===== src/rtl/ascon_fsm_if.sv =====
`default_nettype none
// ============================================================================
//  Module   : ascon_fsm_if
//  Purpose  : Handshake and datapath-control bundle between the Ascon-128
//             sequencer (slave side) and its feeder/datapath (master side).
//  Revision : 1.0 - initial release
// ============================================================================
interface ascon_fsm_if;
  logic       i_start;
  logic       i_data_valid;
  logic       o_data_ready;
  logic       o_busy;
  logic       o_cipher_valid;
  logic       o_done;
  logic       o_sys_enable;
  logic       o_mux_select;
  logic       o_enable_xor_key_begin;
  logic       o_enable_xor_data_begin;
  logic       o_enable_xor_key_end;
  logic       o_enable_xor_lsb_end;
  logic       o_enable_cipher_reg;
  logic       o_enable_tag_reg;
  logic       o_enable_state_reg;
  logic [3:0] o_round;

  // Sequencer side
  modport slave (
    input  i_start, i_data_valid,
    output o_data_ready, o_busy, o_cipher_valid, o_done, o_sys_enable,
           o_mux_select, o_enable_xor_key_begin, o_enable_xor_data_begin,
           o_enable_xor_key_end, o_enable_xor_lsb_end, o_enable_cipher_reg,
           o_enable_tag_reg, o_enable_state_reg, o_round
  );

  // Feeder / datapath side
  modport master (
    output i_start, i_data_valid,
    input  o_data_ready, o_busy, o_cipher_valid, o_done, o_sys_enable,
           o_mux_select, o_enable_xor_key_begin, o_enable_xor_data_begin,
           o_enable_xor_key_end, o_enable_xor_lsb_end, o_enable_cipher_reg,
           o_enable_tag_reg, o_enable_state_reg, o_round
  );
endinterface
`default_nettype wire


===== src/rtl/ascon_fsm.sv =====
`default_nettype none
// ============================================================================
//  Module   : ascon_fsm
//  Purpose  : Control sequencer for the Ascon-128 round datapath. Steps one
//             message through init (p^12), AD blocks (p^6), PT blocks and
//             finalization (p^12) at one round per cycle.
//  Revision : 1.0 - initial release
// ============================================================================
module ascon_fsm #(
  parameter int NUM_AD_BLOCKS = 1,
  parameter int NUM_PT_BLOCKS = 4
) (
  input  wire logic    clock,
  input  wire logic    reset,
  ascon_fsm_if.slave   bus
);

  localparam int c_MAX_BLK = (NUM_AD_BLOCKS > NUM_PT_BLOCKS) ? NUM_AD_BLOCKS : NUM_PT_BLOCKS;
  localparam int c_BLK_W   = $clog2(c_MAX_BLK + 1);
  localparam logic [c_BLK_W-1:0] c_LAST_AD = c_BLK_W'(NUM_AD_BLOCKS - 1);
  localparam logic [c_BLK_W-1:0] c_LAST_PT = c_BLK_W'(NUM_PT_BLOCKS - 1);
  localparam logic [c_BLK_W-1:0] c_BLK_ONE = c_BLK_W'(1);
  localparam logic [3:0] c_RND_LAST = 4'd11;
  localparam logic [3:0] c_RND_P6   = 4'd6;

  typedef enum logic [3:0] {
    IDLE       = 4'd0,
    INIT       = 4'd1,
    WAIT_AD    = 4'd2,
    AD         = 4'd3,
    WAIT_PT    = 4'd4,
    PT         = 4'd5,
    WAIT_FINAL = 4'd6,
    FINAL      = 4'd7,
    DONE       = 4'd8
  } state_t;

  state_t             r_state;
  logic [3:0]         r_round;
  logic [c_BLK_W-1:0] r_blk;
  logic               r_cipher_valid;

  logic       w_data_ready, w_busy, w_done, w_sys_enable, w_mux_select;
  logic       w_key_begin, w_data_begin, w_key_end, w_lsb_end;
  logic       w_cipher_reg, w_tag_reg, w_state_reg;
  logic [3:0] w_round;
  logic       w_last_rnd;

  assign w_last_rnd = (r_round == c_RND_LAST);

  // Decode datapath controls from state, counters and the live handshake inputs
  always_comb begin
    w_data_ready = 1'b0;
    w_busy       = (r_state != IDLE);
    w_done       = 1'b0;
    w_sys_enable = 1'b1;
    w_mux_select = 1'b0;
    w_key_begin  = 1'b0;
    w_data_begin = 1'b0;
    w_key_end    = 1'b0;
    w_lsb_end    = 1'b0;
    w_cipher_reg = 1'b0;
    w_tag_reg    = 1'b0;
    w_state_reg  = 1'b0;
    w_round      = 4'd0;
    case (r_state)
      IDLE: w_sys_enable = ~bus.i_start;
      INIT: begin
        w_state_reg  = 1'b1;
        w_mux_select = (r_round != 4'd0);
        w_key_end    = w_last_rnd;
        w_round      = r_round;
      end
      WAIT_AD, WAIT_PT, WAIT_FINAL: begin
        w_data_ready = 1'b1;
        if (bus.i_data_valid) begin
          // The accepting cycle already executes the first round of the block
          w_data_begin = 1'b1;
          w_mux_select = 1'b1;
          w_state_reg  = 1'b1;
          w_round      = r_round;
          w_cipher_reg = (r_state != WAIT_AD);
          w_key_begin  = (r_state == WAIT_FINAL);
        end
      end
      AD: begin
        w_mux_select = 1'b1;
        w_state_reg  = 1'b1;
        w_round      = r_round;
        w_lsb_end    = w_last_rnd && (r_blk == c_LAST_AD);
      end
      PT: begin
        w_mux_select = 1'b1;
        w_state_reg  = 1'b1;
        w_round      = r_round;
      end
      FINAL: begin
        w_mux_select = 1'b1;
        w_state_reg  = 1'b1;
        w_round      = r_round;
        w_key_end    = w_last_rnd;
        w_tag_reg    = w_last_rnd;
      end
      DONE: w_done = 1'b1;
      default: w_sys_enable = 1'b1;
    endcase
    // Reset silences everything immediately, including the current cycle
    if (reset) begin
      w_data_ready = 1'b0;
      w_busy       = 1'b0;
      w_done       = 1'b0;
      w_sys_enable = 1'b0;
      w_mux_select = 1'b0;
      w_key_begin  = 1'b0;
      w_data_begin = 1'b0;
      w_key_end    = 1'b0;
      w_lsb_end    = 1'b0;
      w_cipher_reg = 1'b0;
      w_tag_reg    = 1'b0;
      w_state_reg  = 1'b0;
      w_round      = 4'd0;
    end
  end

  // State, round and block counters plus the delayed cipher-valid flag
  always_ff @(posedge clock) begin
    if (reset) begin
      r_state        <= IDLE;
      r_round        <= 4'd0;
      r_blk          <= '0;
      r_cipher_valid <= 1'b0;
    end else begin
      r_cipher_valid <= w_cipher_reg & w_sys_enable;
      case (r_state)
        IDLE: begin
          if (bus.i_start) begin
            r_state <= INIT;
            r_round <= 4'd0;
            r_blk   <= '0;
          end
        end
        INIT: begin
          if (w_last_rnd) begin
            r_state <= WAIT_AD;
            r_round <= c_RND_P6;
          end else begin
            r_round <= r_round + 4'd1;
          end
        end
        WAIT_AD: begin
          if (bus.i_data_valid) begin
            r_state <= AD;
            r_round <= r_round + 4'd1;
          end
        end
        AD: begin
          if (w_last_rnd) begin
            if (r_blk == c_LAST_AD) begin
              r_blk <= '0;
              // A single plaintext block is absorbed entirely by finalization
              if (c_LAST_PT == '0) begin
                r_state <= WAIT_FINAL;
                r_round <= 4'd0;
              end else begin
                r_state <= WAIT_PT;
                r_round <= c_RND_P6;
              end
            end else begin
              r_blk   <= r_blk + c_BLK_ONE;
              r_state <= WAIT_AD;
              r_round <= c_RND_P6;
            end
          end else begin
            r_round <= r_round + 4'd1;
          end
        end
        WAIT_PT: begin
          if (bus.i_data_valid) begin
            r_state <= PT;
            r_round <= r_round + 4'd1;
          end
        end
        PT: begin
          if (w_last_rnd) begin
            r_blk <= r_blk + c_BLK_ONE;
            if ((r_blk + c_BLK_ONE) == c_LAST_PT) begin
              r_state <= WAIT_FINAL;
              r_round <= 4'd0;
            end else begin
              r_state <= WAIT_PT;
              r_round <= c_RND_P6;
            end
          end else begin
            r_round <= r_round + 4'd1;
          end
        end
        WAIT_FINAL: begin
          if (bus.i_data_valid) begin
            r_state <= FINAL;
            r_round <= 4'd1;
          end
        end
        FINAL: begin
          if (w_last_rnd) begin
            r_state <= DONE;
            r_round <= 4'd0;
          end else begin
            r_round <= r_round + 4'd1;
          end
        end
        DONE: begin
          r_state <= IDLE;
          r_round <= 4'd0;
          r_blk   <= '0;
        end
        default: begin
          r_state <= IDLE;
          r_round <= 4'd0;
          r_blk   <= '0;
        end
      endcase
    end
  end

  assign bus.o_data_ready            = w_data_ready;
  assign bus.o_busy                  = w_busy;
  assign bus.o_cipher_valid          = r_cipher_valid & ~reset;
  assign bus.o_done                  = w_done;
  assign bus.o_sys_enable            = w_sys_enable;
  assign bus.o_mux_select            = w_mux_select;
  assign bus.o_enable_xor_key_begin  = w_key_begin;
  assign bus.o_enable_xor_data_begin = w_data_begin;
  assign bus.o_enable_xor_key_end    = w_key_end;
  assign bus.o_enable_xor_lsb_end    = w_lsb_end;
  assign bus.o_enable_cipher_reg     = w_cipher_reg;
  assign bus.o_enable_tag_reg        = w_tag_reg;
  assign bus.o_enable_state_reg      = w_state_reg;
  assign bus.o_round                 = w_round;

endmodule
`default_nettype wire


===== src/flat_wrapper.sv =====
// flat-port wrapper written by rule: the top's interface ports become plain ports
module ascon_fsm_flat 
#(
  parameter int NUM_AD_BLOCKS = 1,
  parameter int NUM_PT_BLOCKS = 4
)
  (clock, reset, bus_i_start, bus_i_data_valid, bus_o_data_ready, bus_o_busy, bus_o_cipher_valid, bus_o_done, bus_o_sys_enable, bus_o_mux_select, bus_o_enable_xor_key_begin, bus_o_enable_xor_data_begin, bus_o_enable_xor_key_end, bus_o_enable_xor_lsb_end, bus_o_enable_cipher_reg, bus_o_enable_tag_reg, bus_o_enable_state_reg, bus_o_round);
  ascon_fsm_if bus_i ();
  input  wire logic clock;
  input  wire logic reset;
  input wire logic [$bits(bus_i.i_start)-1:0] bus_i_start;
  input wire logic [$bits(bus_i.i_data_valid)-1:0] bus_i_data_valid;
  output wire logic [$bits(bus_i.o_data_ready)-1:0] bus_o_data_ready;
  output wire logic [$bits(bus_i.o_busy)-1:0] bus_o_busy;
  output wire logic [$bits(bus_i.o_cipher_valid)-1:0] bus_o_cipher_valid;
  output wire logic [$bits(bus_i.o_done)-1:0] bus_o_done;
  output wire logic [$bits(bus_i.o_sys_enable)-1:0] bus_o_sys_enable;
  output wire logic [$bits(bus_i.o_mux_select)-1:0] bus_o_mux_select;
  output wire logic [$bits(bus_i.o_enable_xor_key_begin)-1:0] bus_o_enable_xor_key_begin;
  output wire logic [$bits(bus_i.o_enable_xor_data_begin)-1:0] bus_o_enable_xor_data_begin;
  output wire logic [$bits(bus_i.o_enable_xor_key_end)-1:0] bus_o_enable_xor_key_end;
  output wire logic [$bits(bus_i.o_enable_xor_lsb_end)-1:0] bus_o_enable_xor_lsb_end;
  output wire logic [$bits(bus_i.o_enable_cipher_reg)-1:0] bus_o_enable_cipher_reg;
  output wire logic [$bits(bus_i.o_enable_tag_reg)-1:0] bus_o_enable_tag_reg;
  output wire logic [$bits(bus_i.o_enable_state_reg)-1:0] bus_o_enable_state_reg;
  output wire logic [$bits(bus_i.o_round)-1:0] bus_o_round;
  assign bus_i.i_start = bus_i_start;
  assign bus_i.i_data_valid = bus_i_data_valid;
  assign bus_o_data_ready = bus_i.o_data_ready;
  assign bus_o_busy = bus_i.o_busy;
  assign bus_o_cipher_valid = bus_i.o_cipher_valid;
  assign bus_o_done = bus_i.o_done;
  assign bus_o_sys_enable = bus_i.o_sys_enable;
  assign bus_o_mux_select = bus_i.o_mux_select;
  assign bus_o_enable_xor_key_begin = bus_i.o_enable_xor_key_begin;
  assign bus_o_enable_xor_data_begin = bus_i.o_enable_xor_data_begin;
  assign bus_o_enable_xor_key_end = bus_i.o_enable_xor_key_end;
  assign bus_o_enable_xor_lsb_end = bus_i.o_enable_xor_lsb_end;
  assign bus_o_enable_cipher_reg = bus_i.o_enable_cipher_reg;
  assign bus_o_enable_tag_reg = bus_i.o_enable_tag_reg;
  assign bus_o_enable_state_reg = bus_i.o_enable_state_reg;
  assign bus_o_round = bus_i.o_round;
  ascon_fsm #(.NUM_AD_BLOCKS(NUM_AD_BLOCKS), .NUM_PT_BLOCKS(NUM_PT_BLOCKS)) u_core (.clock(clock), .reset(reset), .bus(bus_i));
endmodule

===== config.mk =====
export PLATFORM = sky130hd
export DESIGN_NAME = ascon_fsm_flat
export DESIGN_NICKNAME = d
export VERILOG_FILES = /design/src/rtl/ascon_fsm_if.sv /design/src/rtl/ascon_fsm.sv /design/src/flat_wrapper.sv
export SDC_FILE = /design/constraint.sdc
export NUM_CORES = 1
export LEC_CHECK = 0
export CELL_PAD_IN_SITES_DETAIL_PLACEMENT = 2
export CELL_PAD_IN_SITES_GLOBAL_PLACEMENT = 2
export CORE_MARGIN = 10
export CORE_UTILIZATION = 32
export CTS_BUF_LIST = sky130_fd_sc_hd__clkbuf_4
export DETAILED_ROUTE_END_ITERATION = 8
export GPL_TIMING_DRIVEN = 0
export PLACE_DENSITY = 0.93
export SYNTH_ARGS = -nofsm -noshare
export SYNTH_HDL_FRONTEND = slang
export SYNTH_SLANG_ARGS = --single-unit

===== constraint.sdc =====
create_clock -name clock -period 2.3 [get_ports clock]
set_input_delay 0.23 -clock clock [delete_from_list [all_inputs] [get_ports clock]]
set_output_delay 0.23 -clock clock [all_outputs]
set_load 0.02 [all_outputs]

**Word level (Yosys, flattened, before mapping)**

Index checks and enable logic that the tools add are counted.

- Add/subtract/negate cells: 2
- Bitwise gates (word level): 5
- Equal/unequal tests: 20
- Reductions and logical operators: 15
- Multiplexer cells: 53

Operators with widths:

| kind | count |
|---|---|
| 2-to-1 mux 4 bit | 16 |
| case mux 4 bit (8 select lines) | 1 |
| 2-to-1 mux 1 bit | 24 |
| case mux 4 bit (6 select lines) | 1 |
| 2-to-1 mux 3 bit | 6 |
| == test 4 x 3 -> 1 bit (second input constant) | 4 |
| case mux 3 bit (4 select lines) | 1 |
| != test 2 x 1 -> 1 bit (second input constant) | 5 |
| == test 4 x 2 -> 1 bit (second input constant) | 2 |
| == test 4 bit (second input constant) | 2 |
| != test 2 bit (second input constant) | 4 |
| case mux 4 bit (2 select lines) | 1 |
| AND reduction 8 bit | 1 |
| nonzero test 4 bit | 2 |
| OR reduction 2 bit | 3 |
| OR reduction 3 bit | 2 |
| OR reduction 5 bit | 1 |
| adder 4 x 1 -> 4 bit (second input constant) | 1 |
| == test 4 x 1 -> 1 bit (second input constant) | 1 |
| zero test 4 bit | 1 |
| != test 4 x 2 -> 1 bit (second input constant) | 1 |
| AND reduction 4 bit | 1 |
| OR reduction 4 bit | 1 |
| adder 3 x 1 -> 3 bit (second input constant) | 1 |
| other kinds (9) | 12 |

- Bits in registers: 12
- Input port bits: 4
- Output and inout bits: 17

**Longest topological paths before layout**

Gate-level depths: netlist of the first run.

- Depth after elaboration: 5
- Gate-level depth with buffers: 6

**Worst setup path after synthesis of the first run**

Ideal clock, no wire load.

- Kind: register to output
- From: register u_core.r_blk[0]
- To: output port bus_o_enable_xor_lsb_end
- Setup slack: 0.578 ns
- Data required time: 2.070 ns
- Arrival time: 1.492 ns
- Cell stages (with the launch flop): 6
- Path through: dfxtp_1 -> inv_1 -> ha_1 -> nor2b_1 -> or3b_1 -> nor3_1

- Longest elaborated chain between the ends: 4

Ends and longest elaborated chain:

| what | line | RTL |
|---|---|---|
| start, declared | ascon_fsm.sv:40 | `logic [c_BLK_W-1:0] r_blk;` |
| start signal, assigned | ascon_fsm.sv:169 | `r_blk <= r_blk + c_BLK_ONE;` |
| start signal, assigned | ascon_fsm.sv:185 | `r_blk <= r_blk + c_BLK_ONE;` |
| zero test 3 bit | ascon_fsm.sv:90 | `w_lsb_end = w_last_rnd && (r_blk == c_LAST_AD);` |
| logical AND 1 bit | ascon_fsm.sv:90 |  |
| 2-to-1 mux 1 bit | ascon_fsm.sv:66 | `case (r_state)` |
| 2-to-1 mux 1 bit | ascon_fsm.sv:108 | `if (reset) begin` |
| end, declared | flat_wrapper.sv:22 | `output wire logic [$bits(bus_i.o_enable_xor_lsb_end)-1:0] bus_o_enable_xor_lsb_end;` |

Every way passes these cells.

**Final worst setup path of the first run**

- From: input port reset
- To: output port bus_o_busy

- Longest elaborated chain between the ends: 1

Ends and longest elaborated chain:

| what | line | RTL |
|---|---|---|
| start, declared | flat_wrapper.sv:10 | `input wire logic reset;` |
| 2-to-1 mux 1 bit | ascon_fsm.sv:108 |  |
| end, declared | flat_wrapper.sv:14 | `output wire logic [$bits(bus_i.o_busy)-1:0] bus_o_busy;` |

Every way passes these cells.

==> metrics.cfg, run 1 <==
[timing]
max_clock_freq_mhz=453.4
clock_skew_ps=3.843
hold_violations=0
post-route-min-period_ps=2206
slew_headroom=0.6758
timing_max_transition_violations_final=0
finalSetupTns_ps=0
timing.final.setup_violations=0
final_critical_path_setup_slack_ps=94.27
post-route-period-util=0.9590
worst_max_slew_pin_slew_ps=486.2
final.hold.worst_slack_ps=412.5
rsz0062_at_grt=false

[clock_tree]
cts.hold.buffers_added=0
worstSkewPairLatency_ps=280
postCtsResizedCells=10
post_cts.repair.setup_buffers=0
clock_tree_from_tritoncts=done
cts_inserted_buffers=3
cts.clk_slew.worst_paths_ps=90
cts-root-to-sink-buffers=2
cts-root-buf=clkbuf_4
h-tree-depth=1
numClockSinks=12

[routing]
totalWireLength_mm=3.755
route.vias.total=1032
detail_route.drc_violations=0
drtIter0Drc=48
drt-vias-per-instance=5.965
ant_nets=0
drtPass1Iterations=4
wl_per_cell_um=21.71

[layout]
multiInputGateArea_um2=660.6
post_route_cells_drive_above_1_share=0.1479
final_common_cell=dfxtp_1
nets=152
layout.cells.most_common_list=dfxtp_1 (11), nor2_1 (9), clkdlybuf4s50_1 (9)
area_delta_synth_final_pct=31.28
n_fill_cell=323
insertedDiodeCount=0
area.sequential_um2=241.5
final_core_area_utilization=0.4417

[setup_path]
crit_type=input port to primary output
cp_data_arrival_time_ps=1980
worst_setup_path_end_kind=primary output
cp_max_fo=10
setup.worst_path.start_class=input port
cp_data_required_time_ps=2070

[placement]
placement.setup.worst_slack_ps=-282.1
gp_congestion=0.7950
numPortBuffers=20
dp_hpwl_mm=2.794

[yosys]
synth_sequential_area_ratio=0.2567
synthCells=118
ys_seq_elements=12
synth_area_per_cell_um2=7.931
synth_top_cell_by_area=dfxtp_1
synth-main-ff-cell=dfxtp_1
async_reset_ff_frac=0
synth_edf_count=0
synth_top_area_share=0.2567
yosys_warnings=0
netlist_area_um2=935.9
syn_nets=127
ys_top_cells_by_area=dfxtp_1 (26%), ha_1 (6.7%), nor2_1 (4.4%), and2_1 (3.3%), nand2b_1 (3.3%)
synth_cell_type_count=45

[floorplanning]
die_height_um=74.08
die_area_mm2=0.005488
rows=19
core_area_mm2=0.002781
floorplan.io_pins=21
floorplan.initialDensity=0.3365
floorplan.die.width_um=74.08

[global_routing]
grt_antenna_before_repair=0
grt_max_degree=11
grt_overflow_total=0
grtUsageTotal=0.1373
grt_pass1_vias=1131
first_pass_grt_wire_length_mm=5.996

[outcome]
run_status=complete, no violations

[pwr]
powerDensity_mw_per_mm2=357.9
vdd_ir_drop_max_uv=257.3
static-leakage-power_nw=0.5831

[flow_run]
max_cap_viol_count=0

[min_path]
min_path_type=input port to flop

==> power breakdown <==
group / total (mW) / switching, mW / internal (mW)
combinational: 0.0793 / 0.0470 / 0.0323
sequential: 0.216 / 0.00516 / 0.211
clock: 0.144 / 0.0815 / 0.0630
==> cell usage after synthesis (all sizes together), types with 2 or more instances <==
cell type / instances
or3: 2
a31oi: 4
and2: 5
nor2b: 4
nand2: 5
buf: 2
nor2: 11
nand2b: 5
o21a: 2
and3: 3
inv: 6
ha: 5
o21ai: 3
nand3b: 3
a21oi: 3
o32ai: 2
nand3: 3
or2: 2
clkbuf: 5
nor3: 5
a211o: 2
dfxtp: 12
and4b: 2
a311oi: 2
==> stage by stage <==
step	instances	power, mW	cell area [um2]
global route	173	0.4678	1229
detailed placement	169	0.2960	1175
global placement	169	0.2918	1175
finish	173	0.4397	1229
floorplan	118	0.2639	935.9
CTS	173	0.4439	1205
==> final timing paths <==
| check | startpoint | endpoint | slack, ps | cells past startpoint |
|---|---|---|---|---|
| max reg2reg | u_core.r_round[1] | u_core.r_blk[0] | 460 | 5 |
| max | reset | bus_o_busy | 90 | 5 |
| min reg2reg | u_core.r_blk[0] | u_core.r_blk[0] | 540 | 1 |
| min | bus_i_data_valid | u_core.r_cipher_valid | 410 | 2 |
==> sequential cells by signal, summed over array words and instances, names as in the netlist <==
| register | cells |
|---|---|
| u_core.r_state | 4 |
| u_core.r_round | 4 |
| u_core.r_blk | 3 |
| u_core.r_cipher_valid | 1 |
==> area by class of cell <==
type / instances / share of cell area
Multi-Input combinational cell: 93 / 0.5377
Sequential cell: 12 / 0.1965
Timing Repair Buffer: 20 / 0.1640
Tap cell: 31 / 0.03157
Buffer: 7 / 0.03055
Clock buffer: 3 / 0.01833
Inverter: 6 / 0.01833
Clock inverter: 1 / 0.003055
==> cells by family after synthesis <==
kind of cell | after synthesis | synth area share
AO/OA/AOI/OAI | 28 | 0.2326
XOR/XNOR | 2 | 0.02674
adder cells (fa/ha/maj) | 5 | 0.06684
buffers and inverters | 13 | 0.05481
flip-flops | 12 | 0.2567
AND/OR/NAND/NOR | 58 | 0.3623
==> metal layers <==
metal  share of wire  up-vias  routed length (um)  GRT usage
met4          0.0077        0                  29    0.03727
met2            0.49       29                1853     0.2405
li1                -      480                   -          -
met3           0.057        5                 213    0.03723
met1            0.44      518                1659     0.1597
met5               0        -                   0          0
==> worst max-delay path, cell delays in order <==
cell             delay (ps)
clkdlybuf4s50_1         550
clkbuf_2                290
clkbuf_4                280
nor2_1                   60
clkdlybuf4s50_1         550
Note: power is estimated with default switching activity, not from simulation.
==> run 2: changes to the inputs <==
--- a/config.mk
+++ b/config.mk
@@ -5,11 +5,13 @@
 export SDC_FILE = /design/constraint.sdc
 export NUM_CORES = 1
 export LEC_CHECK = 0
+export CAP_MARGIN = 20
 export CELL_PAD_IN_SITES_DETAIL_PLACEMENT = 2
 export CELL_PAD_IN_SITES_GLOBAL_PLACEMENT = 2
 export CORE_MARGIN = 10
 export CORE_UTILIZATION = 32
 export CTS_BUF_LIST = sky130_fd_sc_hd__clkbuf_4
+export CTS_CLUSTER_DIAMETER = 40
 export DETAILED_ROUTE_END_ITERATION = 8
 export GPL_TIMING_DRIVEN = 0
 export PLACE_DENSITY = 0.93
==> results of run 2 <==
Final layout, timing and power as in run 1 (identical DEF).
